**config.mk**
```make
export PLATFORM = sky130hd
export DESIGN_NAME = piso_serial_tx
export DESIGN_NICKNAME = d
export VERILOG_FILES = /design/src/rtl/piso_serial_tx.sv
export SDC_FILE = /design/constraint.sdc
export NUM_CORES = 1
export LEC_CHECK = 0
export ABC_AREA = 1
export BUFFER_PORTS_ARGS = -buffer_cell sky130_fd_sc_hd__buf_2
export CORE_MARGIN = 2
export CORE_UTILIZATION = 54
export DETAILED_ROUTE_END_ITERATION = 7
export HOLD_SLACK_MARGIN = 0.15
export PLACE_DENSITY = 0.75
export SLEW_MARGIN = 10
export SYNTH_ARGS = -nofsm -noshare
export SYNTH_HDL_FRONTEND = slang
export SYNTH_SLANG_ARGS = --single-unit
export TNS_END_PERCENT = 30
```
**constraint.sdc**
```tcl
create_clock -name clk -period 2 [get_ports clk]
set_clock_uncertainty 0.15 [all_clocks]
set_input_delay 0.1 -clock clk [delete_from_list [all_inputs] [get_ports clk]]
set_output_delay 0.1 -clock clk [all_outputs]
set_load 0.05 [all_outputs]
```
**src/rtl/piso_serial_tx.sv**
```systemverilog
// Parallel-in, serial-out transmitter: start bit, N data bits LSB first, stop bit,
// each bit held CLKS_PER_BIT clocks; valid/ready load handshake, all outputs registered.
module piso_serial_tx #(
    parameter int N            = 8,
    parameter int CLKS_PER_BIT = 4
) (
    input  logic         clk,
    input  logic         rst,
    input  logic [N-1:0] d,
    input  logic         load,
    output logic         ready,
    output logic         tx,
    output logic         busy,
    output logic         done
);

    localparam int BW = (CLKS_PER_BIT > 1) ? $clog2(CLKS_PER_BIT) : 1;
    localparam int CW = $clog2(N) + 1;
    localparam logic [BW-1:0] BAUD_LAST = BW'(CLKS_PER_BIT - 1);
    localparam logic [CW-1:0] BIT_LAST  = CW'(N - 1);

    typedef enum logic [1:0] {
        IDLE  = 2'd0,
        START = 2'd1,
        DATA  = 2'd2,
        STOP  = 2'd3
    } state_t;

    state_t         state_r, state_s;
    logic [BW-1:0]  baud_r, baud_s;
    logic [CW-1:0]  bit_r, bit_s;
    logic [N-1:0]   shift_r, shift_s;
    logic           baud_end_s;
    logic           tx_s, ready_s, busy_s, done_s;

    assign baud_end_s = (baud_r == BAUD_LAST);

    // Next-state, counters, shifter, and the output values to be registered
    always_comb begin
        state_s = state_r;
        baud_s  = baud_r;
        bit_s   = bit_r;
        shift_s = shift_r;
        done_s  = 1'b0;
        case (state_r)
            IDLE: begin
                if (load) begin
                    shift_s = d;
                    baud_s  = {BW{1'b0}};
                    state_s = START;
                end else begin
                    state_s = IDLE;
                end
            end
            START: begin
                if (baud_end_s) begin
                    baud_s  = {BW{1'b0}};
                    bit_s   = {CW{1'b0}};
                    state_s = DATA;
                end else begin
                    baud_s  = baud_r + BW'(1);
                end
            end
            DATA: begin
                if (baud_end_s) begin
                    baud_s  = {BW{1'b0}};
                    shift_s = shift_r >> 1;
                    bit_s   = bit_r + CW'(1);
                    if (bit_r == BIT_LAST) begin
                        state_s = STOP;
                    end else begin
                        state_s = DATA;
                    end
                end else begin
                    baud_s  = baud_r + BW'(1);
                end
            end
            STOP: begin
                if (baud_end_s) begin
                    baud_s  = {BW{1'b0}};
                    done_s  = 1'b1;
                    state_s = IDLE;
                end else begin
                    baud_s  = baud_r + BW'(1);
                end
            end
            default: begin
                state_s = IDLE;
                baud_s  = {BW{1'b0}};
                bit_s   = {CW{1'b0}};
                shift_s = {N{1'b0}};
            end
        endcase

        // Outputs are derived from the upcoming state so the registers line up with it
        case (state_s)
            IDLE:    tx_s = 1'b1;
            START:   tx_s = 1'b0;
            DATA:    tx_s = shift_s[0];
            STOP:    tx_s = 1'b1;
            default: tx_s = 1'b1;
        endcase
        ready_s = (state_s == IDLE);
        busy_s  = ~ready_s;
    end

    // State and output registers with synchronous reset
    always_ff @(posedge clk) begin
        if (rst) begin
            state_r <= IDLE;
            baud_r  <= {BW{1'b0}};
            bit_r   <= {CW{1'b0}};
            shift_r <= {N{1'b0}};
            tx      <= 1'b1;
            ready   <= 1'b1;
            busy    <= 1'b0;
            done    <= 1'b0;
        end else begin
            state_r <= state_s;
            baud_r  <= baud_s;
            bit_r   <= bit_s;
            shift_r <= shift_s;
            tx      <= tx_s;
            ready   <= ready_s;
            busy    <= busy_s;
            done    <= done_s;
        end
    end

endmodule

```
==> results by group, run 1 <==
STA
  – Fmax: 564 MHz
  – Worst hold margin: 0.330 ns
  – Relative slew slack: 0.774
  – Fin crit share: 0.887
  – Final Max Slew Viols: 0
  – # setup viols final: 0
  – Unrepaired setup endpoints after global routing: false
  – Fin. Hold Viols: 0
  – Worst Tran Pin Value: 0.336 ns
  – Fin crit period: 1.77 ns
  – Setup TNS Final: 0 ns

Finish
  – Fillers: 132
  – Nets@finish: 187
  – Finished Cell Area: 1310 µm²
  – FF+latch area: 400 µm²
  – Area of the multi-input gates: 495 µm²
  – Area delta synth->final: 30.2%
  – Ant. Diodes: 0
  – Share of layout cells above drive strength 1: 0.189

Routing
  – Drt total wl: 2280 µm
  – Vias post-DR: 970
  – Detailed-route DRC error count: 0
  – Routed len/inst: 11.7 µm
  – Iteration-0 DRC Markers: 20
  – Vias per cell: 5.00
  – Drt pass-1 iters: 4
  – Antenna-violating nets left: 0

Worst hold path
  – Hold depth: 2
  – Hold_sp: shift_r[4]
  – Endpoint, Worst Hold: shift_r[4]
  – Worst Hold Class: flop to flop

Floorplanning
  – Area of the core: 1750 µm²
  – Initial core utilization: 0.575
  – Die height: 47.1 µm
  – Io pins: 15
  – Die width: 47.1 µm
  – Die Area: 2220 µm²
  – Std cell rows: 15

Setup path
  – Worst R2R End: tx
  – Reg2reg start: bit_r[1]
  – Worst Path Required: 2.10 ns
  – Worst-path maximum fanout: 10
  – Worst reg-to-reg path cell count: 11
  – CP endpoint kind: flop
  – Flop2flop setup slack: 0.26 ns
  – Startpoint types: input pin
  – Arrival time at the worst endpoint: 1.87 ns
  – Crit path kind: input pin to flop

CTS
  – Clock buffer depth: 2
  – Clock tree from TritonCTS: done
  – Reg clk slew, reported paths: 0.12 ns
  – Setup Buffers After CTS: 0
  – Post-CTS Resized: 0
  – # clock sinks: 20
  – CTS buffer count: 3
  – H-tree depth: 1
  – Clock root buffer: clkbuf_4
  – Clock latency on the worst-skew pair: 0.31 ns
  – # hold bufs at CTS: 16

Global route
  – Grt total ovfl: 0
  – Vias in the first global route: 888
  – First-pass GRT wire length: 3830 µm
  – Initial antenna violation count: 0
  – Largest net degree at the start of global routing: 14
  – Total track usage: 0.252

Synthesis
  – YS warnings: 0
  – #FFs+latches synth: 20
  – Syn Nets: 153
  – Post-synthesis sequential area ratio: 0.399
  – Mapped cell area: 1000 µm²
  – Synth cell types: 24
  – Gate Count Post-Synth: 136
  – Syn avg cell area: 7.38 µm²

Flow run
  – Max-capacitance violation count: 0

Placement
  – Detailed Place HPWL: 1480 µm
  – Gpl congestion: 0.775
  – Placed Area: 1090 µm²
  – Port bufs: 14

Power and ir drop
  – Leakage power: 0.557 nW
  – Power, Total: 0.924 mW
  – VDD IR max: 610 µV
  – Cell Pwr Density: 707 nW/µm²

Outcome
  – Status: completed
-- registers in the layout, summed over array words and instances, names as in the netlist --
signal / count
baud_r: 2
bit_r: 4
ready: 1
busy: 1
tx: 1
state_r: 2
done: 1
shift_r: 8
-- synthesized netlist by cell type --
master	count	area (µm²)
ha_1	6	75.1
buf_4	1	7.51
nor2_2	3	18.8
o22ai_1	4	25.0
buf_6	1	11.3
o31ai_1	1	7.51
nand2_2	3	18.8
clkinv_1	1	3.75
xnor2_1	1	8.76
nor2_1	8	30.0
inv_2	3	11.3
nand2_4	2	22.5
a21oi_1	8	40.0
nand2_1	35	131
dfxtp_1	20	400
nand3_4	1	17.5
o21ai_1	4	20.0
inv_1	18	67.6
o21ai_0	1	5.00
a31oi_1	2	12.5
nor3_1	2	10.0
inv_4	1	6.26
a211oi_1	1	7.51
nand3_1	9	45.0
-- placed cells by master, fill, tap and decap left out --
cell / Yosys / routed
o21ai_0: 1 / 1
clkinv_1: 1 / 1
a31oi_1: 2 / 2
o22ai_1: 4 / 4
nor2_2: 3 / 3
bufinv_16: 0 / 1
nand2_1: 35 / 35
nand2_4: 2 / 2
dfxtp_1: 20 / 20
inv_2: 3 / 3
clkbuf_4: 0 / 3
inv_1: 18 / 18
nand3_1: 9 / 9
buf_2: 0 / 14
nor2_1: 8 / 8
dlygate4sd3_1: 0 / 16
a21oi_1: 8 / 8
buf_4: 1 / 1
ha_1: 6 / 6
nand2_2: 3 / 3
a211oi_1: 1 / 1
xnor2_1: 1 / 1
o31ai_1: 1 / 1
nand3_4: 1 / 1
o21ai_1: 4 / 4
nor3_1: 2 / 2
inv_4: 1 / 1
-- layout make-up --
cell class,instances,share of cell area
Multi-Input combinational cell,91,0.379
Sequential cell,20,0.307
Timing Repair Buffer,31,0.182
Inverter,23,0.0680
Tap cell,25,0.0239
Clock inverter,1,0.0230
Clock buffer,3,0.0172
-- cells by family after synthesis --
kind of cell,count (synthesis),share of synthesized area
buf+inv,25,0.107
compound gates,21,0.117
flops,20,0.399
xor+xnor,1,0.00873
simple gates,63,0.293
fa+ha+maj,6,0.0748
-- power by group --
group          leakage [nW]  switching [mW]  total, mW  internal, mW
Combinational         0.366          0.0913      0.156        0.0651
Clock                0.0279           0.132      0.335         0.203
Sequential            0.164          0.0138      0.433         0.419
Total                 0.557           0.237      0.924         0.687
-- stage by stage --
stage          setup slack (ns)  utilization  instances
2_1_floorplan             0.400            -        136
5_1_grt                  0.0810        0.748        194
3_5_place_dp              0.280        0.627        174
4_1_cts                   0.253        0.748        194
6_report                  0.226        0.748        194
3_3_place_gp              0.323        0.627        174
-- per-layer routing --
layer / up-vias / GRT usage / part of all wire
met2: 38 / 0.422 / 0.50
met3: 10 / 0.0692 / 0.050
met4: 0 / 0.117 / 0.032
met5: - / 0 / 0
met1: 422 / 0.300 / 0.42
li1: 500 / - / -
-- worst max path at each step --
stage                    start    endpoint  slack, ns  depth (start not counted)
finish                    load  shift_r[4]       0.23                          7
global placement     baud_r[0]          tx       0.32                         10
detailed placement  state_r[1]          tx       0.28                         10
floorplan            baud_r[0]          tx       0.40                         10
global route          bit_r[0]          tx       0.08                         11
CTS                 state_r[1]          tx       0.25                         10
-- worst max-delay path, cell delays in order --
cell	delay, ns
dlygate4sd3_1	0.56
buf_2	0.24
nand2_1	0.06
dlygate4sd3_1	0.55
o22ai_1	0.16
nand2_1	0.08
a21oi_1	0.12
Power figures use the tool's default switching activity.
==> inputs of run 2 (changes only) <==
--- a/config.mk
+++ b/config.mk
@@ -7,7 +7,7 @@
 export LEC_CHECK = 0
 export ABC_AREA = 1
 export BUFFER_PORTS_ARGS = -buffer_cell sky130_fd_sc_hd__buf_2
-export CORE_MARGIN = 2
+export CORE_MARGIN = 4
 export CORE_UTILIZATION = 54
 export DETAILED_ROUTE_END_ITERATION = 7
 export HOLD_SLACK_MARGIN = 0.15
==> run 2 against run 1 <==
Net effect:
- count of clock-buffer cells in the layout unchanged
- setup slack better by 0.0041 ns
- non-clock buffer count down 1
- critical endpoint is now shift_r[6]
- highest routed layer unchanged
==> results by group, run 2 (synthesis results as in run 1) <==
Floorplanning
  – Initial core utilization: 0.575
  – Die width: 51.1 µm
  – Die height: 51.1 µm
  – Std cell rows: 15
  – Io pins: 15
  – Area of the core: 1750 µm²
  – Die Area: 2610 µm²

Global route
  – Vias in the first global route: 932
  – Initial antenna violation count: 0
  – Total track usage: 0.200
  – Largest net degree at the start of global routing: 14
  – Grt total ovfl: 0
  – First-pass GRT wire length: 3860 µm

Setup path
  – Arrival time at the worst endpoint: 1.86 ns
  – Worst Path Required: 2.09 ns
  – Crit path kind: input pin to flop
  – Worst-path maximum fanout: 10
  – Startpoint types: input pin
  – CP endpoint kind: flop

Finish
  – Area delta synth->final: 26.2%
  – Fillers: 143
  – Largest reg by FF count: shift_r
  – Top flop regs: shift_r: 8 flops, bit_r: 4 flops
  – Post-route insts no fill: 192
  – Ant. Diodes: 0
  – Max reg flops: 8
  – Area of the multi-input gates: 495 µm²
  – Most frequent cells in the layout: nand2_1 (35), dfxtp_1 (20), inv_1 (18)
  – Nets@finish: 186
  – Finished Cell Area: 1270 µm²
  – Commonest non-fill, non-tap cell in the layout: nand2_1
  – Util after Layout: 0.725
  – Share of layout cells above drive strength 1: 0.186
  – FF+latch area: 400 µm²

CTS
  – H-tree depth: 1
  – CTS buffer count: 3
  – Post-CTS Resized: 0
  – Clock tree from TritonCTS: done
  – Clock root buffer: clkbuf_4
  – Clock latency on the worst-skew pair: 0.29 ns
  – # clock sinks: 20
  – Setup Buffers After CTS: 0
  – Reg clk slew, reported paths: 0.11 ns
  – # hold bufs at CTS: 15
  – Clock buffer depth: 2

Routing
  – Routed len/inst: 12.1 µm
  – Drt total wl: 2310 µm
  – Iteration-0 DRC Markers: 25
  – Detailed-route DRC error count: 0
  – Drt pass-1 iters: 4
  – Vias post-DR: 968
  – Vias per cell: 5.04
  – Antenna-violating nets left: 0

STA
  – Setup TNS Final: 0 ns
  – Unrepaired setup endpoints after global routing: false
  – Worst Tran Pin Value: 0.313 ns
  – Final Max Slew Viols: 0
  – # setup viols final: 0
  – Fmax: 565 MHz
  – Fin crit share: 0.885
  – Relative slew slack: 0.789
  – Fin. Hold Viols: 0
  – Fin crit period: 1.77 ns

Placement
  – Port bufs: 14
  – Placed Area: 1090 µm²
  – Gpl congestion: 0.867
  – Detailed Place HPWL: 1530 µm
  – Placed cell count: 174

Power and ir drop
  – Cell Pwr Density: 611 nW/µm²
  – VDD IR max: 391 µV
  – Leakage power: 0.541 nW
  – Power, Total: 0.774 mW

Flow run
  – Max-capacitance violation count: 0

Outcome
  – Status: completed

Worst hold path
  – Worst Hold Class: flop to flop
-- run 2: cell types whose count changed in the layout (fill, tap and decap cells not counted) --
cell           change
bufinv_16          -1
dlygate4sd3_1      -1
-- run 2: through the flow --
stage               hold slack, ns  setup WS (ns)
CTS                          0.324          0.257
global route                 0.362         0.0891
finish                       0.333          0.230
detailed placement           0.233          0.280
global placement             0.227          0.323
floorplan                   0.0280          0.400
-- run 2: metal layers --
layer,share of wire,GRT usage,up-vias
met3,0.046,0.0408,12
met1,0.43,0.214,425
met5,0,0,-
li1,-,-,493
met2,0.48,0.350,38
met4,0.045,0.135,0
-- run 2: power breakdown --
group          total, mW  switching [mW]  internal [mW]
Combinational      0.155          0.0914         0.0639
Clock              0.185           0.115         0.0701
Sequential         0.433          0.0143          0.419
Total              0.774           0.221          0.553
-- run 2: path summary, 6_finish.rpt --
kind,start,endpoint,slack [ns],cells past startpoint
worst min register to register,shift_r[4],shift_r[3],0.33,2
worst max register to register,state_r[0],shift_r[2],0.25,5
worst max-delay path,load,shift_r[6],0.23,7
worst min-delay path,shift_r[4],shift_r[3],0.33,2
-- run 2: final cells by class --
cell class,instances,share of cell area
clock buffers,3,0.0178
inverters,23,0.0702
multi-input cells,91,0.391
flip-flops and latches,20,0.316
well taps,25,0.0247
repair buffers,30,0.180
-- run 2: critical path, cell delays in order --
cell           delay, ns
dlygate4sd3_1       0.54
buf_2               0.23
nand2_1             0.07
dlygate4sd3_1       0.57
o22ai_1             0.16
nand2_1             0.08
a21oi_1             0.12
==> inputs of run 3 (changes only) <==
--- a/config.mk
+++ b/config.mk
@@ -12,6 +12,7 @@
 export DETAILED_ROUTE_END_ITERATION = 7
 export HOLD_SLACK_MARGIN = 0.15
 export PLACE_DENSITY = 0.75
+export RECOVER_POWER = 50
 export SLEW_MARGIN = 10
 export SYNTH_ARGS = -nofsm -noshare
 export SYNTH_HDL_FRONTEND = slang
==> run 3 against run 2 <==
Net effect:
- sequential cell count unchanged
- sequential share of layout area rose by 0.32 points
- die area unchanged
- power fell by 0.69%
- critical path type is now flop to flop
- critical endpoint is now ready
==> results by group, run 3 (synthesis results as in run 1) <==
Outcome
  – Status: completed

Setup path
  – Buf+Inv Stages, Crit Path: 3
  – Flop2flop setup slack: 0.21 ns
  – CP peak stage delay: 0.48 ns
  – Startpoint types: flop
  – Worst reg-to-reg path cell count: 8
  – Delay-heaviest family, CP: simple AND/OR/NAND/NOR gates
  – Reg2reg start: state_r[0]
  – Worst-path maximum fanout: 7
  – Worst Path Required: 2.04 ns
  – Worst R2R End: ready
  – CP endpoint kind: flop
  – CP Cell Sequence: inv_2 -> nand2_1 -> nand3_4 -> nand2_1 -> inv_2 -> ha_1 -> nor2_1 -> inv_1
  – Arrival time at the worst endpoint: 1.83 ns
  – Crit-path slowest cell: dfxtp_1
  – Crit path kind: flop to flop

STA
  – Relative slew slack: 0.600
  – Fin worst setup slack: 0.215 ns
  – Setup TNS Final: 0 ns
  – Final Max Slew Viols: 0
  – Fin crit share: 0.893
  – Worst Tran Pin Value: 0.603 ns
  – # setup viols final: 0
  – Fin. Hold Viols: 0
  – Fmax: 560 MHz
  – Fin crit period: 1.79 ns
  – Unrepaired setup endpoints after global routing: false

Floorplanning
  – Die height: 51.1 µm
  – Initial core utilization: 0.575
  – Die width: 51.1 µm
  – Die Area: 2610 µm²
  – Io pins: 15
  – Std cell rows: 15
  – Area of the core: 1750 µm²

Finish
  – Area delta synth->final: 24.9%
  – Util after Layout: 0.718
  – Most frequent cells in the layout: nand2_1 (36), dfxtp_1 (20), inv_1 (18)
  – Largest reg by FF count: shift_r
  – Top flop regs: shift_r: 8 flops, bit_r: 4 flops
  – Commonest non-fill, non-tap cell in the layout: nand2_1
  – Share of layout cells above drive strength 1: 0.156
  – Max reg flops: 8
  – Nets@finish: 186
  – Ant. Diodes: 0

CTS
  – Post-CTS Resized: 0
  – Reg clk slew, reported paths: 0.10 ns
  – Clock root buffer: clkbuf_4
  – CTS buffer count: 3
  – Clock tree from TritonCTS: done
  – Clock latency on the worst-skew pair: 0.29 ns
  – Setup Buffers After CTS: 0
  – # clock sinks: 20
  – # hold bufs at CTS: 15
  – Clock buffer depth: 2
  – H-tree depth: 1

Global route
  – Total track usage: 0.200
  – Grt total ovfl: 0
  – Vias in the first global route: 932
  – First-pass GRT wire length: 3860 µm
  – Largest net degree at the start of global routing: 14
  – Initial antenna violation count: 0

Placement
  – Gpl congestion: 0.867
  – Port bufs: 14
  – Setup Slack @ Placement: 0.280 ns
  – Detailed Place HPWL: 1530 µm

Worst hold path
  – Hold_sp: shift_r[1]
  – Worst Hold Class: flop to flop
  – Hold depth: 2
  – Endpoint, Worst Hold: shift_r[1]

Routing
  – Detailed-route DRC error count: 0
  – Iteration-0 DRC Markers: 25
  – Routed len/inst: 12.1 µm
  – Drt total wl: 2320 µm
  – Antenna-violating nets left: 0
  – Vias post-DR: 972
  – Vias per cell: 5.06
  – Drt pass-1 iters: 4

Power and ir drop
  – Leakage power: 0.528 nW
  – VDD IR max: 389 µV
  – Cell Pwr Density: 613 nW/µm²
  – Power, Total: 0.768 mW

Flow run
  – Max-capacitance violation count: 0
-- run 3: changes by cell type in the layout (fill, tap and decap cells not counted), sizes merged --
cell    previous run  this run
buf               15        11
clkbuf             3         7
-- run 3: worst reg2reg max path: stages (launching register included) --
cell and delay, ns:
dfxtp_1 0.48, inv_2 0.06, nand2_1 0.25, nand3_4 0.16, nand2_1 0.13, inv_2 0.06
ha_1 0.20, nor2_1 0.15, inv_1 0.05
-- run 3: metal layers --
layer / GRT usage / share of wire / up-vias
met2: 0.350 / 0.48 / 35
li1: - / - / 494
met5: 0 / 0 / -
met1: 0.214 / 0.43 / 431
met3: 0.0408 / 0.050 / 12
met4: 0.135 / 0.044 / 0
-- run 3: worst max path at each step --
stage                           from    end  depth (start not counted)
after CTS                 state_r[1]     tx                         10
after global routing      state_r[0]  ready                          8
final                     state_r[0]  ready                          8
after global placement     baud_r[0]     tx                         10
after detailed placement  state_r[1]     tx                         10
after floorplan            baud_r[0]     tx                         10
-- run 3: stage by stage --
step / hold slack (ns) / cell area, µm² / cells
floorplan: 0.0280 / 1000 / 136
global placement: 0.227 / 1090 / 174
detailed placement: 0.233 / 1090 / 174
CTS: 0.324 / 1270 / 192
global route: 0.362 / 1250 / 192
finish: 0.332 / 1250 / 192
-- run 3: where the power goes --
group          leakage, nW  switching, mW  internal [mW]  total (mW)
clock network       0.0138          0.113         0.0700       0.183
registers            0.164         0.0144          0.419       0.433
logic                0.350         0.0908         0.0610       0.152
total                0.528          0.218          0.550       0.768
-- run 3: area by class of cell --
class	instances	area, µm²
multi-input cells	91	488
repair buffers	30	223
well taps	25	31.3
inverters	23	88.8
fillers	148	492
clock buffers	3	22.5
flip-flops and latches	20	400
